File: src/rtl/cheri_pkg.sv
// cheri_pkg: shared definitions for the CHERI instruction encoder.
//   enc_op_e   - abstract operation select (31 legal codes, 5'h1f reserved)
//   err_code_e - reject reason reported with err_o
//   Major opcodes, funct3/funct7 and fmt3 imm5 selector constants.
//   fmt2_funct7 / fmt3_imm5 - map an operation to its selector field.
package cheri_pkg;

    typedef enum logic [4:0] {
        OP_CINCADDRIMM     = 5'h00,
        OP_CSETBOUNDSIMM   = 5'h01,
        OP_CSPECIALRW      = 5'h02,
        OP_CSETBOUNDS      = 5'h03,
        OP_CSETBOUNDSEXACT = 5'h04,
        OP_CSEAL           = 5'h05,
        OP_CUNSEAL         = 5'h06,
        OP_CANDPERM        = 5'h07,
        OP_CSETADDR        = 5'h08,
        OP_CINCADDR        = 5'h09,
        OP_CSUB            = 5'h0a,
        OP_CTESTSUBSET     = 5'h0b,
        OP_CSETEQUALEXACT  = 5'h0c,
        OP_GETPERM         = 5'h0d,
        OP_GETTYPE         = 5'h0e,
        OP_GETBASE         = 5'h0f,
        OP_GETLEN          = 5'h10,
        OP_GETTAG          = 5'h11,
        OP_CRRL            = 5'h12,
        OP_CRAM            = 5'h13,
        OP_CMOVE           = 5'h14,
        OP_CCLEARTAG       = 5'h15,
        OP_GETADDR         = 5'h16,
        OP_GETHIGH         = 5'h17,
        OP_GETTOP          = 5'h18,
        OP_AUIPCC          = 5'h19,
        OP_AUICGP          = 5'h1a,
        OP_CJALR           = 5'h1b,
        OP_CJAL            = 5'h1c,
        OP_CLC             = 5'h1d,
        OP_CSC             = 5'h1e,
        OP_RESERVED        = 5'h1f
    } enc_op_e;

    typedef enum logic [1:0] {
        ERR_NONE     = 2'd0,
        ERR_RSVD_OP  = 2'd1,
        ERR_RANGE    = 2'd2,
        ERR_MISALIGN = 2'd3
    } err_code_e;

    localparam logic [6:0] OPC_CHERI  = 7'h5b;
    localparam logic [6:0] OPC_AUIPCC = 7'h17;
    localparam logic [6:0] OPC_AUICGP = 7'h7b;
    localparam logic [6:0] OPC_JALR   = 7'h67;
    localparam logic [6:0] OPC_JAL    = 7'h6f;
    localparam logic [6:0] OPC_LOAD   = 7'h03;
    localparam logic [6:0] OPC_STORE  = 7'h23;

    localparam logic [2:0] F3_ZERO         = 3'd0;
    localparam logic [2:0] F3_INCADDRIMM   = 3'd1;
    localparam logic [2:0] F3_SETBOUNDSIMM = 3'd2;
    localparam logic [2:0] F3_CAP          = 3'd3;

    localparam logic [6:0] F7_CSPECIALRW      = 7'h01;
    localparam logic [6:0] F7_CSETBOUNDS      = 7'h08;
    localparam logic [6:0] F7_CSETBOUNDSEXACT = 7'h09;
    localparam logic [6:0] F7_CSEAL           = 7'h0b;
    localparam logic [6:0] F7_CUNSEAL         = 7'h0c;
    localparam logic [6:0] F7_CANDPERM        = 7'h0d;
    localparam logic [6:0] F7_CSETADDR        = 7'h10;
    localparam logic [6:0] F7_CINCADDR        = 7'h11;
    localparam logic [6:0] F7_CSUB            = 7'h14;
    localparam logic [6:0] F7_CTESTSUBSET     = 7'h20;
    localparam logic [6:0] F7_CSETEQUALEXACT  = 7'h21;
    localparam logic [6:0] F7_FMT3            = 7'h7f;

    localparam logic [4:0] IMM5_GETPERM   = 5'h00;
    localparam logic [4:0] IMM5_GETTYPE   = 5'h01;
    localparam logic [4:0] IMM5_GETBASE   = 5'h02;
    localparam logic [4:0] IMM5_GETLEN    = 5'h03;
    localparam logic [4:0] IMM5_GETTAG    = 5'h04;
    localparam logic [4:0] IMM5_CRRL      = 5'h08;
    localparam logic [4:0] IMM5_CRAM      = 5'h09;
    localparam logic [4:0] IMM5_CMOVE     = 5'h0a;
    localparam logic [4:0] IMM5_CCLEARTAG = 5'h0b;
    localparam logic [4:0] IMM5_GETADDR   = 5'h0f;
    localparam logic [4:0] IMM5_GETHIGH   = 5'h17;
    localparam logic [4:0] IMM5_GETTOP    = 5'h18;

    function automatic logic [6:0] fmt2_funct7(input enc_op_e op);
        case (op)
            OP_CSPECIALRW:      return F7_CSPECIALRW;
            OP_CSETBOUNDS:      return F7_CSETBOUNDS;
            OP_CSETBOUNDSEXACT: return F7_CSETBOUNDSEXACT;
            OP_CSEAL:           return F7_CSEAL;
            OP_CUNSEAL:         return F7_CUNSEAL;
            OP_CANDPERM:        return F7_CANDPERM;
            OP_CSETADDR:        return F7_CSETADDR;
            OP_CINCADDR:        return F7_CINCADDR;
            OP_CSUB:            return F7_CSUB;
            OP_CTESTSUBSET:     return F7_CTESTSUBSET;
            OP_CSETEQUALEXACT:  return F7_CSETEQUALEXACT;
            default:            return 7'h00;
        endcase
    endfunction

    function automatic logic [4:0] fmt3_imm5(input enc_op_e op);
        case (op)
            OP_GETPERM:   return IMM5_GETPERM;
            OP_GETTYPE:   return IMM5_GETTYPE;
            OP_GETBASE:   return IMM5_GETBASE;
            OP_GETLEN:    return IMM5_GETLEN;
            OP_GETTAG:    return IMM5_GETTAG;
            OP_CRRL:      return IMM5_CRRL;
            OP_CRAM:      return IMM5_CRAM;
            OP_CMOVE:     return IMM5_CMOVE;
            OP_CCLEARTAG: return IMM5_CCLEARTAG;
            OP_GETADDR:   return IMM5_GETADDR;
            OP_GETHIGH:   return IMM5_GETHIGH;
            OP_GETTOP:    return IMM5_GETTOP;
            default:      return 5'h00;
        endcase
    endfunction

endpackage

File: src/rtl/cheri_enc_fifo.sv
// cheri_enc_fifo: generic synchronous valid/ready FIFO with flush.
//   clk_i, rst_ni      clock, asynchronous active-low reset
//   flush_i            empties the FIFO at the next edge; blocks push and pop
//   push_i/push_data_i write request (ignored when full) and data
//   pop_ready_i        consumer takes the head when valid_o is high
//   valid_o/data_o     head entry; data_o is zero while empty
//   cnt_o, full_o      occupancy and full flag
// Depth must be a power of two so the pointers wrap naturally.
module cheri_enc_fifo #(
    parameter int Depth = 2,
    parameter int Width = 32,
    localparam int PtrW = $clog2(Depth),
    localparam int CntW = PtrW + 1
) (
    input  logic             clk_i,
    input  logic             rst_ni,
    input  logic             flush_i,
    input  logic             push_i,
    input  logic [Width-1:0] push_data_i,
    input  logic             pop_ready_i,
    output logic             valid_o,
    output logic [Width-1:0] data_o,
    output logic [CntW-1:0]  cnt_o,
    output logic             full_o
);

    logic [Width-1:0] mem [Depth];
    logic [PtrW-1:0]  wptr;
    logic [PtrW-1:0]  rptr;
    logic [CntW-1:0]  cnt;
    logic             do_push;
    logic             do_pop;

    assign valid_o = (cnt != '0);
    assign full_o  = (cnt == CntW'(Depth));
    assign cnt_o   = cnt;
    assign data_o  = valid_o ? mem[rptr] : '0;

    assign do_push = push_i & ~full_o & ~flush_i;
    assign do_pop  = valid_o & pop_ready_i & ~flush_i;

    always_ff @(posedge clk_i or negedge rst_ni) begin
        if (!rst_ni) begin
            wptr <= '0;
            rptr <= '0;
            cnt  <= '0;
        end else if (flush_i) begin
            wptr <= '0;
            rptr <= '0;
            cnt  <= '0;
        end else begin
            if (do_push) wptr <= wptr + 1'b1;
            if (do_pop)  rptr <= rptr + 1'b1;
            case ({do_push, do_pop})
                2'b10:   cnt <= cnt + 1'b1;
                2'b01:   cnt <= cnt - 1'b1;
                default: cnt <= cnt;
            endcase
        end
    end

    // Storage carries no reset; data_o is masked while the FIFO is empty.
    always_ff @(posedge clk_i) begin
        if (do_push) mem[wptr] <= push_data_i;
    end

endmodule

File: src/rtl/cheri_instr_encoder.sv
// cheri_instr_encoder: turns abstract CHERI operation commands into RV32
// CHERI instruction words, buffered in an output FIFO.
//   cmd_valid_i/cmd_ready_o     command handshake (op, rd, rs1, rs2, imm)
//   instr_valid_o/instr_ready_i encoded-word handshake, word on instr_o
//   err_o/err_code_o            one-cycle reject pulse with reason
//   fifo_cnt_o                  FIFO occupancy
//   flush_i                     synchronous FIFO clear
// Optional: define CHERI_ENC_ERRCNT_EN to add err_cnt_o, a saturating count
// of rejected commands (not cleared by flush_i).
module cheri_instr_encoder
    import cheri_pkg::*;
#(
    parameter int FifoDepth = 2,
    parameter int ErrCntW   = 8
) (
    input  logic                       clk_i,
    input  logic                       rst_ni,
    input  logic                       flush_i,
    input  logic                       cmd_valid_i,
    output logic                       cmd_ready_o,
    input  logic [4:0]                 cmd_op_i,
    input  logic [4:0]                 cmd_rd_i,
    input  logic [4:0]                 cmd_rs1_i,
    input  logic [4:0]                 cmd_rs2_i,
    input  logic [31:0]                cmd_imm_i,
    output logic                       instr_valid_o,
    input  logic                       instr_ready_i,
    output logic [31:0]                instr_o,
    output logic                       err_o,
    output logic [1:0]                 err_code_o,
    output logic [$clog2(FifoDepth):0] fifo_cnt_o
`ifdef CHERI_ENC_ERRCNT_EN
    ,
    output logic [ErrCntW-1:0]         err_cnt_o
`endif
);

    enc_op_e            op;
    logic signed [31:0] imm;
    logic               simm12_ok;
    logic               uimm12_ok;
    logic               uimm20_ok;
    logic               jimm_ok;
    logic [31:0]        word;
    err_code_e          code;
    logic               fifo_full;
    logic               accept;
    logic               reject;

    assign op  = enc_op_e'(cmd_op_i);
    assign imm = cmd_imm_i;

    assign simm12_ok = (imm >= -32'sd2048) && (imm <= 32'sd2047);
    assign uimm12_ok = (cmd_imm_i[31:12] == 20'd0);
    assign uimm20_ok = (cmd_imm_i[31:20] == 12'd0);
    assign jimm_ok   = (imm >= -32'sd1048576) && (imm <= 32'sd1048574);

    always_comb begin
        word = '0;
        code = ERR_NONE;
        case (op)
            OP_CINCADDRIMM: begin
                word = {imm[11:0], cmd_rs1_i, F3_INCADDRIMM, cmd_rd_i, OPC_CHERI};
                if (!simm12_ok) code = ERR_RANGE;
            end
            OP_CSETBOUNDSIMM: begin
                word = {imm[11:0], cmd_rs1_i, F3_SETBOUNDSIMM, cmd_rd_i, OPC_CHERI};
                if (!uimm12_ok) code = ERR_RANGE;
            end
            OP_CSPECIALRW, OP_CSETBOUNDS, OP_CSETBOUNDSEXACT, OP_CSEAL,
            OP_CUNSEAL, OP_CANDPERM, OP_CSETADDR, OP_CINCADDR, OP_CSUB,
            OP_CTESTSUBSET, OP_CSETEQUALEXACT: begin
                // For CSPECIALRW the rs2 slot carries the SCR index.
                word = {fmt2_funct7(op), cmd_rs2_i, cmd_rs1_i, F3_ZERO, cmd_rd_i, OPC_CHERI};
            end
            OP_GETPERM, OP_GETTYPE, OP_GETBASE, OP_GETLEN, OP_GETTAG,
            OP_CRRL, OP_CRAM, OP_CMOVE, OP_CCLEARTAG, OP_GETADDR,
            OP_GETHIGH, OP_GETTOP: begin
                word = {F7_FMT3, fmt3_imm5(op), cmd_rs1_i, F3_ZERO, cmd_rd_i, OPC_CHERI};
            end
            OP_AUIPCC: begin
                word = {cmd_imm_i[19:0], cmd_rd_i, OPC_AUIPCC};
                if (!uimm20_ok) code = ERR_RANGE;
            end
            OP_AUICGP: begin
                word = {cmd_imm_i[19:0], cmd_rd_i, OPC_AUICGP};
                if (!uimm20_ok) code = ERR_RANGE;
            end
            OP_CJALR: begin
                word = {imm[11:0], cmd_rs1_i, F3_ZERO, cmd_rd_i, OPC_JALR};
                if (!simm12_ok) code = ERR_RANGE;
            end
            OP_CJAL: begin
                word = {imm[20], imm[10:1], imm[11], imm[19:12], cmd_rd_i, OPC_JAL};
                // Misalignment outranks range so an odd offset always reports 3.
                if (imm[0])        code = ERR_MISALIGN;
                else if (!jimm_ok) code = ERR_RANGE;
            end
            OP_CLC: begin
                word = {imm[11:0], cmd_rs1_i, F3_CAP, cmd_rd_i, OPC_LOAD};
                if (!simm12_ok) code = ERR_RANGE;
            end
            OP_CSC: begin
                word = {imm[11:5], cmd_rs2_i, cmd_rs1_i, F3_CAP, imm[4:0], OPC_STORE};
                if (!simm12_ok) code = ERR_RANGE;
            end
            default: code = ERR_RSVD_OP;
        endcase
    end

    // Ready depends only on FIFO state and flush, never on instr_ready_i.
    assign cmd_ready_o = ~fifo_full & ~flush_i;
    assign accept      = cmd_valid_i & cmd_ready_o;
    assign reject      = accept & (code != ERR_NONE);

    cheri_enc_fifo #(
        .Depth (FifoDepth),
        .Width (32)
    ) u_fifo (
        .clk_i       (clk_i),
        .rst_ni      (rst_ni),
        .flush_i     (flush_i),
        .push_i      (accept & (code == ERR_NONE)),
        .push_data_i (word),
        .pop_ready_i (instr_ready_i),
        .valid_o     (instr_valid_o),
        .data_o      (instr_o),
        .cnt_o       (fifo_cnt_o),
        .full_o      (fifo_full)
    );

    always_ff @(posedge clk_i or negedge rst_ni) begin
        if (!rst_ni) begin
            err_o      <= 1'b0;
            err_code_o <= ERR_NONE;
        end else begin
            err_o      <= reject;
            err_code_o <= reject ? code : ERR_NONE;
        end
    end

`ifdef CHERI_ENC_ERRCNT_EN
    function automatic logic [ErrCntW-1:0] sat_inc(input logic [ErrCntW-1:0] v);
        return (&v) ? v : v + 1'b1;
    endfunction

    always_ff @(posedge clk_i or negedge rst_ni) begin
        if (!rst_ni)     err_cnt_o <= '0;
        else if (reject) err_cnt_o <= sat_inc(err_cnt_o);
    end
`else
    logic unused_err_cnt_cfg;
    assign unused_err_cnt_cfg = (ErrCntW > 0);
`endif

endmodule

File: config.mk
export PLATFORM = sky130hd
export DESIGN_NAME = cheri_instr_encoder
export DESIGN_NICKNAME = d
export VERILOG_FILES = /design/src/rtl/cheri_pkg.sv /design/src/rtl/cheri_enc_fifo.sv /design/src/rtl/cheri_instr_encoder.sv
export SDC_FILE = /design/constraint.sdc
export NUM_CORES = 1
export LEC_CHECK = 0
export CAP_MARGIN = 40
export CORE_ASPECT_RATIO = 1.25
export CORE_UTILIZATION = 45
export CTS_CLUSTER_SIZE = 25
export DETAILED_ROUTE_END_ITERATION = 12
export GPL_TIMING_DRIVEN = 0
export PLACE_DENSITY = 0.75
export SYNTH_ARGS = -nofsm -noshare
export SYNTH_HDL_FRONTEND = slang
export SYNTH_HIERARCHICAL = 1
export SYNTH_SLANG_ARGS = --single-unit
File: constraint.sdc
create_clock -name clk_i -period 4.01 [get_ports clk_i]
set_clock_uncertainty 0.2 [all_clocks]
set_input_delay 0.401 -clock clk_i [delete_from_list [all_inputs] [get_ports clk_i]]
set_output_delay 0.401 -clock clk_i [all_outputs]
set_load 0.01 [all_outputs]
-- Word level (Yosys, flattened, before mapping)
Memories as Yosys holds them, arrays and structs flattened.
Index checks and enable logic that the tools add are counted.
- bitwise operators: 10
- add/sub/neg operators: 4
- reduce and logical (&&, ||, !) cells: 16
- equality and inequality tests: 33
- order comparisons: 4
- muxes and demuxes: 18
- operator list (kind ; number):
    $pmux W32 S10 ; 1
    $eq A5 B5 Y1 const B ; 15
    $eq A5 B4 Y1 const B ; 8
    $ge A32 B12 Y1 const B ; 1
    $ge A32 B21 Y1 const B ; 1
    $le A32 B12 Y1 const B ; 1
    $le A32 B21 Y1 const B ; 1
    $mux W32 ; 1
    $reduce_or A23 Y1 ; 1
    $eq A5 B3 Y1 const B ; 4
    $logic_not A20 Y1 ; 1
    $mux W2 ; 7
    $logic_not A12 Y1 ; 1
    $reduce_or A12 Y1 ; 1
    $reduce_or A11 Y1 ; 1
    $eq A5 B2 Y1 const B ; 2
    $pmux W2 S5 ; 1
    $and A1 B1 Y1 ; 8
    $reduce_bool A2 Y1 ; 4
    $mux W7 ; 1
    $mux W1 ; 6
    $eq A5 B1 Y1 const B ; 1
    $logic_not A5 Y1 ; 1
    $eq A2 B2 Y1 const B ; 2
    other kinds (11) ; 14
- logic and storage cells: 93
- bits in registers: 7
- output and inout port bits: 39
- memories: 3
- input port bits: 57
- memory bits (read-only): 256
- bits in writable memories: 64
- memories (name ; depth ; bits a word ; rd ports ; clocked after memory_dff ; write ports ; line ; text):
    (no name shown) ; 32 ; 5 ; 1 ; 0 ; 0 ; cheri_pkg.sv:107 ; case (op)
    (no name shown) ; 16 ; 6 ; 1 ; 0 ; 0 ; cheri_pkg.sv:90 ; case (op)
    u_fifo.mem ; 2 ; 32 ; 1 ; 0 ; 1 ; cheri_enc_fifo.sv:27 ; logic [Width-1:0] mem [Depth];

-- Depth between registers and ports, before layout
Gate-level depths: netlist (run 1).
- word-level depth: 12
- mapped depth: 11
- gate-level depth less buffers: 10

-- Modules after synthesis
The synthesis (run 1) kept the hierarchy.
- modules (own cells, without submodules) (module ; times used ; cells an instance ; area each (µm²) ; seq. area each (µm²)):
    cheri_enc_fifo ; 1 ; 161 ; 2622.5 ; 2021.9
    cheri_instr_encoder ; 1 ; 187 ; 1270.0 ; 75.1

-- Least setup slack after synthesis (run 1)
Ideal clock, no wire load.
- path type: input to register
- start: input port cmd_op_i[1]
- end: memory u_fifo.mem[1][0], enable pin
- arrival time: 4.530 ns
- path slack: -1.188 ns
- stages: 9
- library setup time: 0.468 ns
- cells stage by stage: inv_1 > ha_1 > clkbuf_1 > a21oi_1 > o221ai_2 > a2bb2oi_1 > and3b_1 > or2b_1 > nor3b_1
- cells in the longest elaborated chain, start to end: 9
- elaborated cells between the ends (all ways): 41
- ends and longest elaborated chain (element ; line ; text):
    start: declaration ; cheri_instr_encoder.sv:21 ; input logic [4:0] cmd_op_i,
    $eq A5 B4 Y1 (tied with other cells) ; cheri_instr_encoder.sv:61 ; case (op)
    $reduce_or A23 Y1 (no source line) (tied with other cells) ; -- ;
    $pmux W2 S5 * ; cheri_instr_encoder.sv:61 ;
    $logic_not A2 Y1 * ; cheri_instr_encoder.sv:123 ; .push_i (accept & (code == ERR_NONE)),
    $and A1 B1 Y1 * ; cheri_instr_encoder.sv:123 ;
    $and A1 B1 Y1 * (2 in series) ; cheri_enc_fifo.sv:39 ; assign do_push = push_i & ~full_o & ~flush_i;
    $mux W1 * ; cheri_enc_fifo.sv:64 ; if (do_push) mem[wptr] <= push_data_i;
    $mux W1 (not written as such) * ; cheri_enc_fifo.sv:64 ;
    end: declaration ; cheri_enc_fifo.sv:27 ;
Mark *: on every way between the ends. The rest lies on a longest branch, timed or not.

-- Worst setup path after layout (run 1)
- start: input port cmd_op_i[1]
- end: memory u_fifo.mem[1][24], enable pin
Same word-level chain as after synthesis.

==> results of run 1 <==
-- per-stage QoR --
step                TNS (ns)  worst slack [ns]  utilization  hold slack, ns
floorplan                  0            0.3066            -        -0.09459
finish                     0            0.1540       0.6425          0.1195
global route        -0.01984         -0.006843       0.6425          0.1212
detailed placement    -33.88           -0.6386       0.6048          0.4162
global placement      -70.87            -1.183       0.5985          0.3994
CTS                        0           0.06101       0.6423          0.1102
-- layer usage --
metal / global-route usage / routed length (um) / vias up
li1: - / - / 1580
met1: 0.3368 / 4463 / 1604
met2: 0.4280 / 5673 / 167
met3: 0.04969 / 789 / 21
met4: 0.1053 / 308 / 0
met5: 0 / 0 / -
-- final cells by class --
class	count	area, um2	share of cell area
repair buffers	106	1081	0.2019
plain buffers	21	112.6	0.02103
clock buffers	9	123.9	0.02314
multi-input cells	244	1662	0.3104
inverters	12	45.04	0.008413
flip-flops and latches	71	2097	0.3917
clock inverters	7	111.4	0.02080
well taps	97	121.4	0.02267
-- cells by family after synthesis --
kind of cell / Yosys count
AND/OR/NAND/NOR: 124
adder cells (fa/ha/maj): 7
buffers and inverters: 33
AO/OA/AOI/OAI: 78
flip-flops: 71
multiplexers: 34
XOR/XNOR: 1
-- worst max-delay path: stages --
cell             delay [ns]
clkdlybuf4s50_1        0.58
inv_1                  0.15
ha_1                   0.29
o2111ai_1              0.33
nand4_1                0.17
o21a_1                 0.14
a211oi_1               0.40
and3b_1                0.36
or2b_1                 0.34
nor3b_4                0.24
buf_12                 0.16
buf_8                  0.15
-- how the worst min path moves through the flow --
stage,endpoint,cells after the start
after global placement,u_fifo/wptr,2
after CTS,u_fifo/wptr,1
after global routing,u_fifo/wptr,1
final,u_fifo/wptr,1
after floorplan,err_code_o[0],0
after detailed placement,u_fifo/wptr,2
-- flip-flops by register name, indices dropped and copies added (netlist names) --
register / flops
u_fifo/cnt_o: 2
err_o: 1
u_fifo/wptr: 1
u_fifo/rptr: 1
err_code_o: 2
u_fifo/mem: 64
-- layout by cell type, fill, tap and decap left out, types with 3 or more instances in the layout --
cell / n
nor2_1: 50
clkbuf_1: 3
nor3_1: 4
clkdlybuf4s50_1: 95
mux2i_1: 33
nand4_1: 5
nand2b_1: 3
dfrtp_1: 7
ha_1: 7
buf_4: 5
bufinv_16: 3
a22o_1: 9
o21ai_0: 15
edfxtp_1: 64
nor4_1: 6
a222oi_1: 16
a21oi_1: 13
nand2_1: 26
nor2b_1: 4
buf_2: 14
buf_6: 4
nand3b_1: 3
o22ai_1: 3
inv_1: 11
clkbuf_8: 9
nand3_1: 7
-- where the power goes --
part	switching, W	total [W]	internal (W)
Clock	0.000268	0.000676	0.000409
Sequential	0.00000578	0.000840	0.000834
Combinational	0.000176	0.000333	0.000157
Total	0.000449	0.00185	0.00140
-- what timing repair did --
item | in CTS | in global routing
setup buffers | 7 | 0
hold endpoints to repair | 0 | 0
setup endpoints to repair | 64 | 63
pin swaps | 2 | 1
gates resized for setup | 0 | 2
==> flow_summary.ini, run 1 <==
[run_status]
status = complete, no violations

[pwr]
ir_worst_vdd_uv = 333.5
power_density_mw_per_mm2 = 345.2
p_total_w = 0.001848
p_leak_nw = 1.925

[yosys]
syn-cell-area_mm2 = 0.003892
synth.yosys.seq_area_share = 0.5387
synth_most_common_cell = edfxtp_1
ys_warn_count = 6
ys_top_cells_by_area = edfxtp_1, mux2i_1, nor2_1
synth-simple-area-share = 0.1549
ys_top_cells_by_count = edfxtp_1, nor2_1, mux2i_1
synth-xor-area-share = 0.002250
async_flop_share = 0.09859
synthDominantCellAreaShare = 0.4937
synthAdderAreaFrac = 0.02250
synth_cell_types = 56
synth_top_cell_by_area = edfxtp_1
muxShareOfSynthArea = 0.09065
synth_compound_gate_area_share = 0.1508
synth-seq-cells = 71
synthCells = 348
synth_edf_count = 64
synthFlopType = edfxtp_1
synth_top_family_by_area = simple AND/OR/NAND/NOR gates
avgSynthCellArea_um2 = 11.19
synthesis.nets = 412

[floorplanning]
num_rows = 37
dieArea_mm2 = 0.009028
die_h_um = 106.0
ios = 96
die_x_um = 85.19
start_util = 0.4671
core_area_mm2 = 0.008333

[critical_path]
cp-start-kind = input pin
path_class = input pin to flop
rrSetupSlack_ns = 1.32
reg2reg_depth = 8
critPathMaxFanout = 13
endpoint = u_fifo/mem[1][24]
r2r-end = u_fifo/mem[1][24]
end_kind = flop
critical_path_arrival_ns = 3.72
required_ns = 3.87
r2r-start = u_fifo/cnt_o[1]
critPathLaunch = cmd_op_i[1]

[place]
hpwl_um = 8363
place_congestion = 0.9368
dpl_cell_area_mm2 = 0.005040
numPortBuffers = 95
dp.cells = 544

[cts]
cts_buffers = 9
clk_pin_slew_ns = 0.08
cts_tree = built
h-tree-depth = 3
ctsHoldBuffers = 0
clock_latency_ns = 0.35
max-clock-path-buffers = 2
cts_sinks = 71
clockRootBuffer = clkbuf_8

[layout]
final_cells = 567
num_antenna_cells = 0
final_area_mm2 = 0.005354
area_delta_synth_final_pct = 37.54
fill_cells = 677
drive_gt1_frac = 0.1149
nets = 529

[global_route]
grt_overflow_total = 0
grt_start_max_net_pins = 14
antenna_found_initial = 0
grt_pass1_vias = 3326
grt_pass1_wl_um = 17620
grt_usage = 0.2600

[detailed_routing]
drt_first_pass_iters = 6
dr.first_iter.drc_count = 395
drc = 0
num_vias = 3372
wl_um = 11240
post_drt_via_cell_ratio = 5.947
wl_per_cell_um = 19.81
antenna_left = 0

[sta]
hold_viol = 0
fin_crit_sh = 0.9616
fmax_mhz = 259.3
tightestPinTransition_ns = 0.7162
setup_viol = 0
post-route-min-period_ns = 3.856
maxSlewViolCount = 0
slew_headroom = 0.5225

[worst_hold_path]
holdCritPathClass = input pin to async pin

[job]
drv_cap = 0
Note: power is estimated with default switching activity, not from simulation.
==> inputs of run 2 (changes only) <==
--- a/config.mk
+++ b/config.mk
@@ -7,11 +7,11 @@
 export LEC_CHECK = 0
 export CAP_MARGIN = 40
 export CORE_ASPECT_RATIO = 1.25
-export CORE_UTILIZATION = 45
+export CORE_UTILIZATION = 31
 export CTS_CLUSTER_SIZE = 25
 export DETAILED_ROUTE_END_ITERATION = 12
 export GPL_TIMING_DRIVEN = 0
-export PLACE_DENSITY = 0.75
+export PLACE_DENSITY = 0.54
 export SYNTH_ARGS = -nofsm -noshare
 export SYNTH_HDL_FRONTEND = slang
 export SYNTH_HIERARCHICAL = 1
==> flow_summary.ini, run 2 (same netlist as run 1, synthesis figures left out) <==
[detailed_routing]
wl_um = 11460
wl_per_cell_um = 18.19
num_vias = 3274
dr.first_iter.drc_count = 276
drc = 0
antenna_left = 0
drt_first_pass_iters = 6
post_drt_via_cell_ratio = 5.197

[floorplanning]
ios = 96
start_util = 0.3186
dieArea_mm2 = 0.01301
die_x_um = 102.2
num_rows = 45
core_area_mm2 = 0.01222
die_h_um = 127.3

[critical_path]
critPathLaunch = cmd_op_i[1]
cpMaxStageDelayCell = clkdlybuf4s50_1
cp-start-kind = input pin
slowest_delay_ns = 0.58
required_ns = 3.85
r2r-start = u_fifo/cnt_o[1]
path_cells = clkdlybuf4s50_1, inv_1, ha_1, clkbuf_2, and4_1, clkbuf_1, a2bb2oi_2, and3b_1, or2b_1, nor3b_4, buf_4, buf_8
critical_path_arrival_ns = 3.60
critPathMaxFanout = 12
path_class = input pin to flop
end_kind = flop

[sta]
maxSlewViolCount = 0
tightestPinTransition_ns = 0.7442
slew_headroom = 0.5039
rsz0062_at_grt = no
fin_crit_sh = 0.9386
fmax_mhz = 265.7
hold_viol = 0
post-route-min-period_ns = 3.764
setup_viol = 0

[cts]
clock_latency_ns = 0.32
h-tree-depth = 3
clk_pin_slew_ns = 0.05
max-clock-path-buffers = 2
cts_sinks = 71
cts_buffers = 9
cts_tree = built
clockRootBuffer = clkbuf_16
ctsHoldBuffers = 0

[layout]
top_register = u_fifo/mem
area_delta_synth_final_pct = 41.40
nets = 526
final_util = 0.4505
num_antenna_cells = 0
final_cells = 630
final_cell_mix = clkdlybuf4s50_1, edfxtp_1, nor2_1
final_common_cell = clkdlybuf4s50_1
drive_gt1_frac = 0.1094
largest_reg_flops = 64

[global_route]
grt_pass1_wl_um = 17120
antenna_found_initial = 0
grt_usage = 0.1774
grt_pass1_vias = 3192
grt_start_max_net_pins = 13
grt_overflow_total = 0

[pwr]
power_density_mw_per_mm2 = 349.9
p_leak_nw = 1.935
ir_worst_vdd_uv = 166.6

[place]
place_congestion = 0.8726
hpwl_um = 8941
dp.cells = 611
numPortBuffers = 95

[worst_hold_path]
holdCritPathClass = input pin to async pin

[job]
drv_cap = 0

[run_status]
status = complete, no violations
## run 2: cell count changes in the layout (fill, tap and decap cells not counted), sizes merged
cell    before  now
clkbuf      13   14
bufinv       3    1
buf         28   25
## run 2: power by group
part	switching, W	total (W)	internal (W)	leakage (nW)
Combinational	0.000177	0.000336	0.000160	1.13
Clock	0.000277	0.000749	0.000472	0.133
Sequential	0.00000518	0.000841	0.000835	0.675
Total	0.000459	0.00193	0.00147	1.94
## run 2: repair_timing
item,in CTS,in global routing
pin swaps,2,0
resized for setup,1,4
setup buffers,4,0
setup endpoints to repair,64,64
## run 2: layout make-up
cell class	instances	area, um2
Tap cell	164	205.2
Timing Repair Buffer	103	1079
Clock inverter	5	50.05
Clock buffer	10	229.0
Sequential cell	71	2097
Inverter	12	45.04
Buffer	21	112.6
Multi-Input combinational cell	244	1687
Fill cell	1155	6714
## run 2: worst max-delay path: cells and delay by family
kind,cells,cell delay [ns]
AO/OA/AOI/OAI,1,0.27
adder cells (fa/ha/maj),1,0.27
AND/OR/NAND/NOR,4,1.08
buffers and inverters,6,1.55
## run 2: through the flow
step           setup slack [ns]  cell area, um2  total power, W  setup TNS [ns]  hold slack (ns)
2_1_floorplan            0.3066            3915        0.001015               0         -0.09459
3_3_place_gp             -1.381            5071        0.001179          -83.41           0.4025
3_5_place_dp            -0.7208            5131        0.001183          -40.05           0.4239
4_1_cts                  0.1294            5479        0.001932               0           0.1449
5_1_grt                 0.05707            5504        0.001991               0           0.1650
6_report                 0.2464            5504        0.001926               0           0.1420
## run 2: final timing paths
kind / slack, ns / cells past startpoint / end
setup / recovery: 0.25 / 12 / u_fifo/mem[1][30]
hold / removal: 0.14 / 1 / u_fifo/cnt_o[1]
max in group asynchronous: 3.22 / 1 / u_fifo/rptr
setup reg to reg: 1.42 / 8 / u_fifo/mem[1][30]
min in group clk_i: 0.42 / 2 / u_fifo/wptr
hold reg to reg: 0.42 / 2 / u_fifo/wptr
## run 2: metal layers
layer	share of wire	global-route usage	vias up
met5	0	0	-
met2	0.51	0.3040	110
met1	0.42	0.2183	1579
li1	-	-	1572
met3	0.052	0.03556	13
met4	0.020	0.06471	0
==> inputs of run 3 (changes only) <==
--- a/config.mk
+++ b/config.mk
@@ -12,6 +12,7 @@
 export DETAILED_ROUTE_END_ITERATION = 12
 export GPL_TIMING_DRIVEN = 0
 export PLACE_DENSITY = 0.54
+export SKIP_CTS_REPAIR_TIMING = 1
 export SYNTH_ARGS = -nofsm -noshare
 export SYNTH_HDL_FRONTEND = slang
 export SYNTH_HIERARCHICAL = 1
==> flow_summary.ini, run 3 (same netlist as run 1, synthesis figures left out) <==
[run_status]
status = complete, no violations

[critical_path]
end_kind = flop
r2r-start = u_fifo/cnt_o[1]
reg2reg_depth = 7
critPathLaunch = cmd_op_i[1]
critical_path_arrival_ns = 3.65
critPathMaxFanout = 10
rrSetupSlack_ns = 1.36
cp-start-kind = input pin
required_ns = 3.85
r2r-end = u_fifo/mem[1][18]
path_class = input pin to flop

[place]
hpwl_um = 8941
place_congestion = 0.8726
dp.cells = 611
numPortBuffers = 95
place_ws_ns = -0.7208

[global_route]
grt_pass1_vias = 3172
grt_start_max_net_pins = 13
antenna_found_initial = 0
grt_usage = 0.1762
grt_pass1_wl_um = 17020
grt_overflow_total = 0

[cts]
clock_latency_ns = 0.32
h-tree-depth = 3
clk_pin_slew_ns = 0.05
max-clock-path-buffers = 2
clockRootBuffer = clkbuf_16
cts_buffers = 9
cts_sinks = 71
cts_tree = built

[floorplanning]
die_x_um = 102.2
dieArea_mm2 = 0.01301
start_util = 0.3186
die_h_um = 127.3
ios = 96
num_rows = 45
core_area_mm2 = 0.01222

[detailed_routing]
wl_per_cell_um = 18.16
drt_first_pass_iters = 7
dr.first_iter.drc_count = 264
num_vias = 3287
post_drt_via_cell_ratio = 5.217
wl_um = 11440
antenna_left = 0
drc = 0

[layout]
top_register = u_fifo/mem
final_common_cell = clkdlybuf4s50_1
final_cell_mix = clkdlybuf4s50_1, edfxtp_1, nor2_1
area_delta_synth_final_pct = 40.76
nets = 526
num_antenna_cells = 0
largest_reg_flops = 64
drive_gt1_frac = 0.1094
final_util = 0.4484
final_cells = 630

[sta]
fin_crit_sh = 0.9523
slew_headroom = 0.4686
tightestPinTransition_ns = 0.7971
maxSlewViolCount = 0
post-route-min-period_ns = 3.819
hold_viol = 0
setup_ws_ns = 0.1913
fmax_mhz = 261.9
tns_ns = 0
setup_viol = 0

[job]
drv_cap = 0

[pwr]
power_density_mw_per_mm2 = 351.2
p_leak_nw = 1.930
ir_worst_vdd_uv = 165.4

[worst_hold_path]
holdCritPathClass = input pin to async pin
[run 3: cell counts in the layout (fill, tap and decap cells not counted)]
Identical to the previous run, type by type.
[run 3: worst max-delay path by stage]
| stage | to | slack (ns) | depth (start not counted) |
|---|---|---|---|
| floorplan | u_fifo/mem[1][0] | 0.31 | 9 |
| global placement | u_fifo/mem[1][22] | -1.38 | 10 |
| detailed placement | u_fifo/mem[1][23] | -0.72 | 11 |
| CTS | u_fifo/mem[1][30] | -0.40 | 11 |
| global route | u_fifo/mem[1][15] | -0.009 | 11 |
| finish | u_fifo/mem[1][18] | 0.19 | 11 |
[run 3: stage by stage]
step	hold slack, ns	area (um2)	total power (W)
5_1_grt	0.1655	5479	0.001989
3_5_place_dp	0.4239	5131	0.001183
2_1_floorplan	-0.09459	3915	0.001015
6_report	0.1423	5479	0.001924
3_3_place_gp	0.4025	5071	0.001179
4_1_cts	0.1449	5410	0.001928
[run 3: area by class of cell]
class                   count  area [um2]
fillers                  1157        6739
flip-flops and latches     71        2097
multi-input cells         244        1687
repair buffers            103        1054
clock buffers              10       229.0
well taps                 164       205.2
plain buffers              21       112.6
clock inverters             5       50.05
inverters                  12       45.04
[run 3: metal layers]
metal,wire length [um],share of wire,global-route usage,vias to the layer above
met5,0,0,0,-
met4,286,0.025,0.06639,0
met1,4907,0.43,0.2183,1583
li1,-,-,-,1574
met2,5743,0.50,0.3016,111
met3,500,0.044,0.03228,19
[run 3: power by group]
group	leakage [nW]	internal, W	switching, W
registers	0.675	0.000835	0.00000518
logic	1.12	0.000158	0.000176
clock network	0.133	0.000472	0.000277
[run 3: critical path, stage by stage]
cell	delay, ns
clkdlybuf4s50_1	0.58
inv_1	0.15
ha_1	0.27
clkbuf_2	0.23
and4_1	0.27
clkbuf_1	0.25
a2bb2oi_2	0.26
and3b_1	0.31
or2b_1	0.32
nor3b_4	0.35
buf_4	0.24
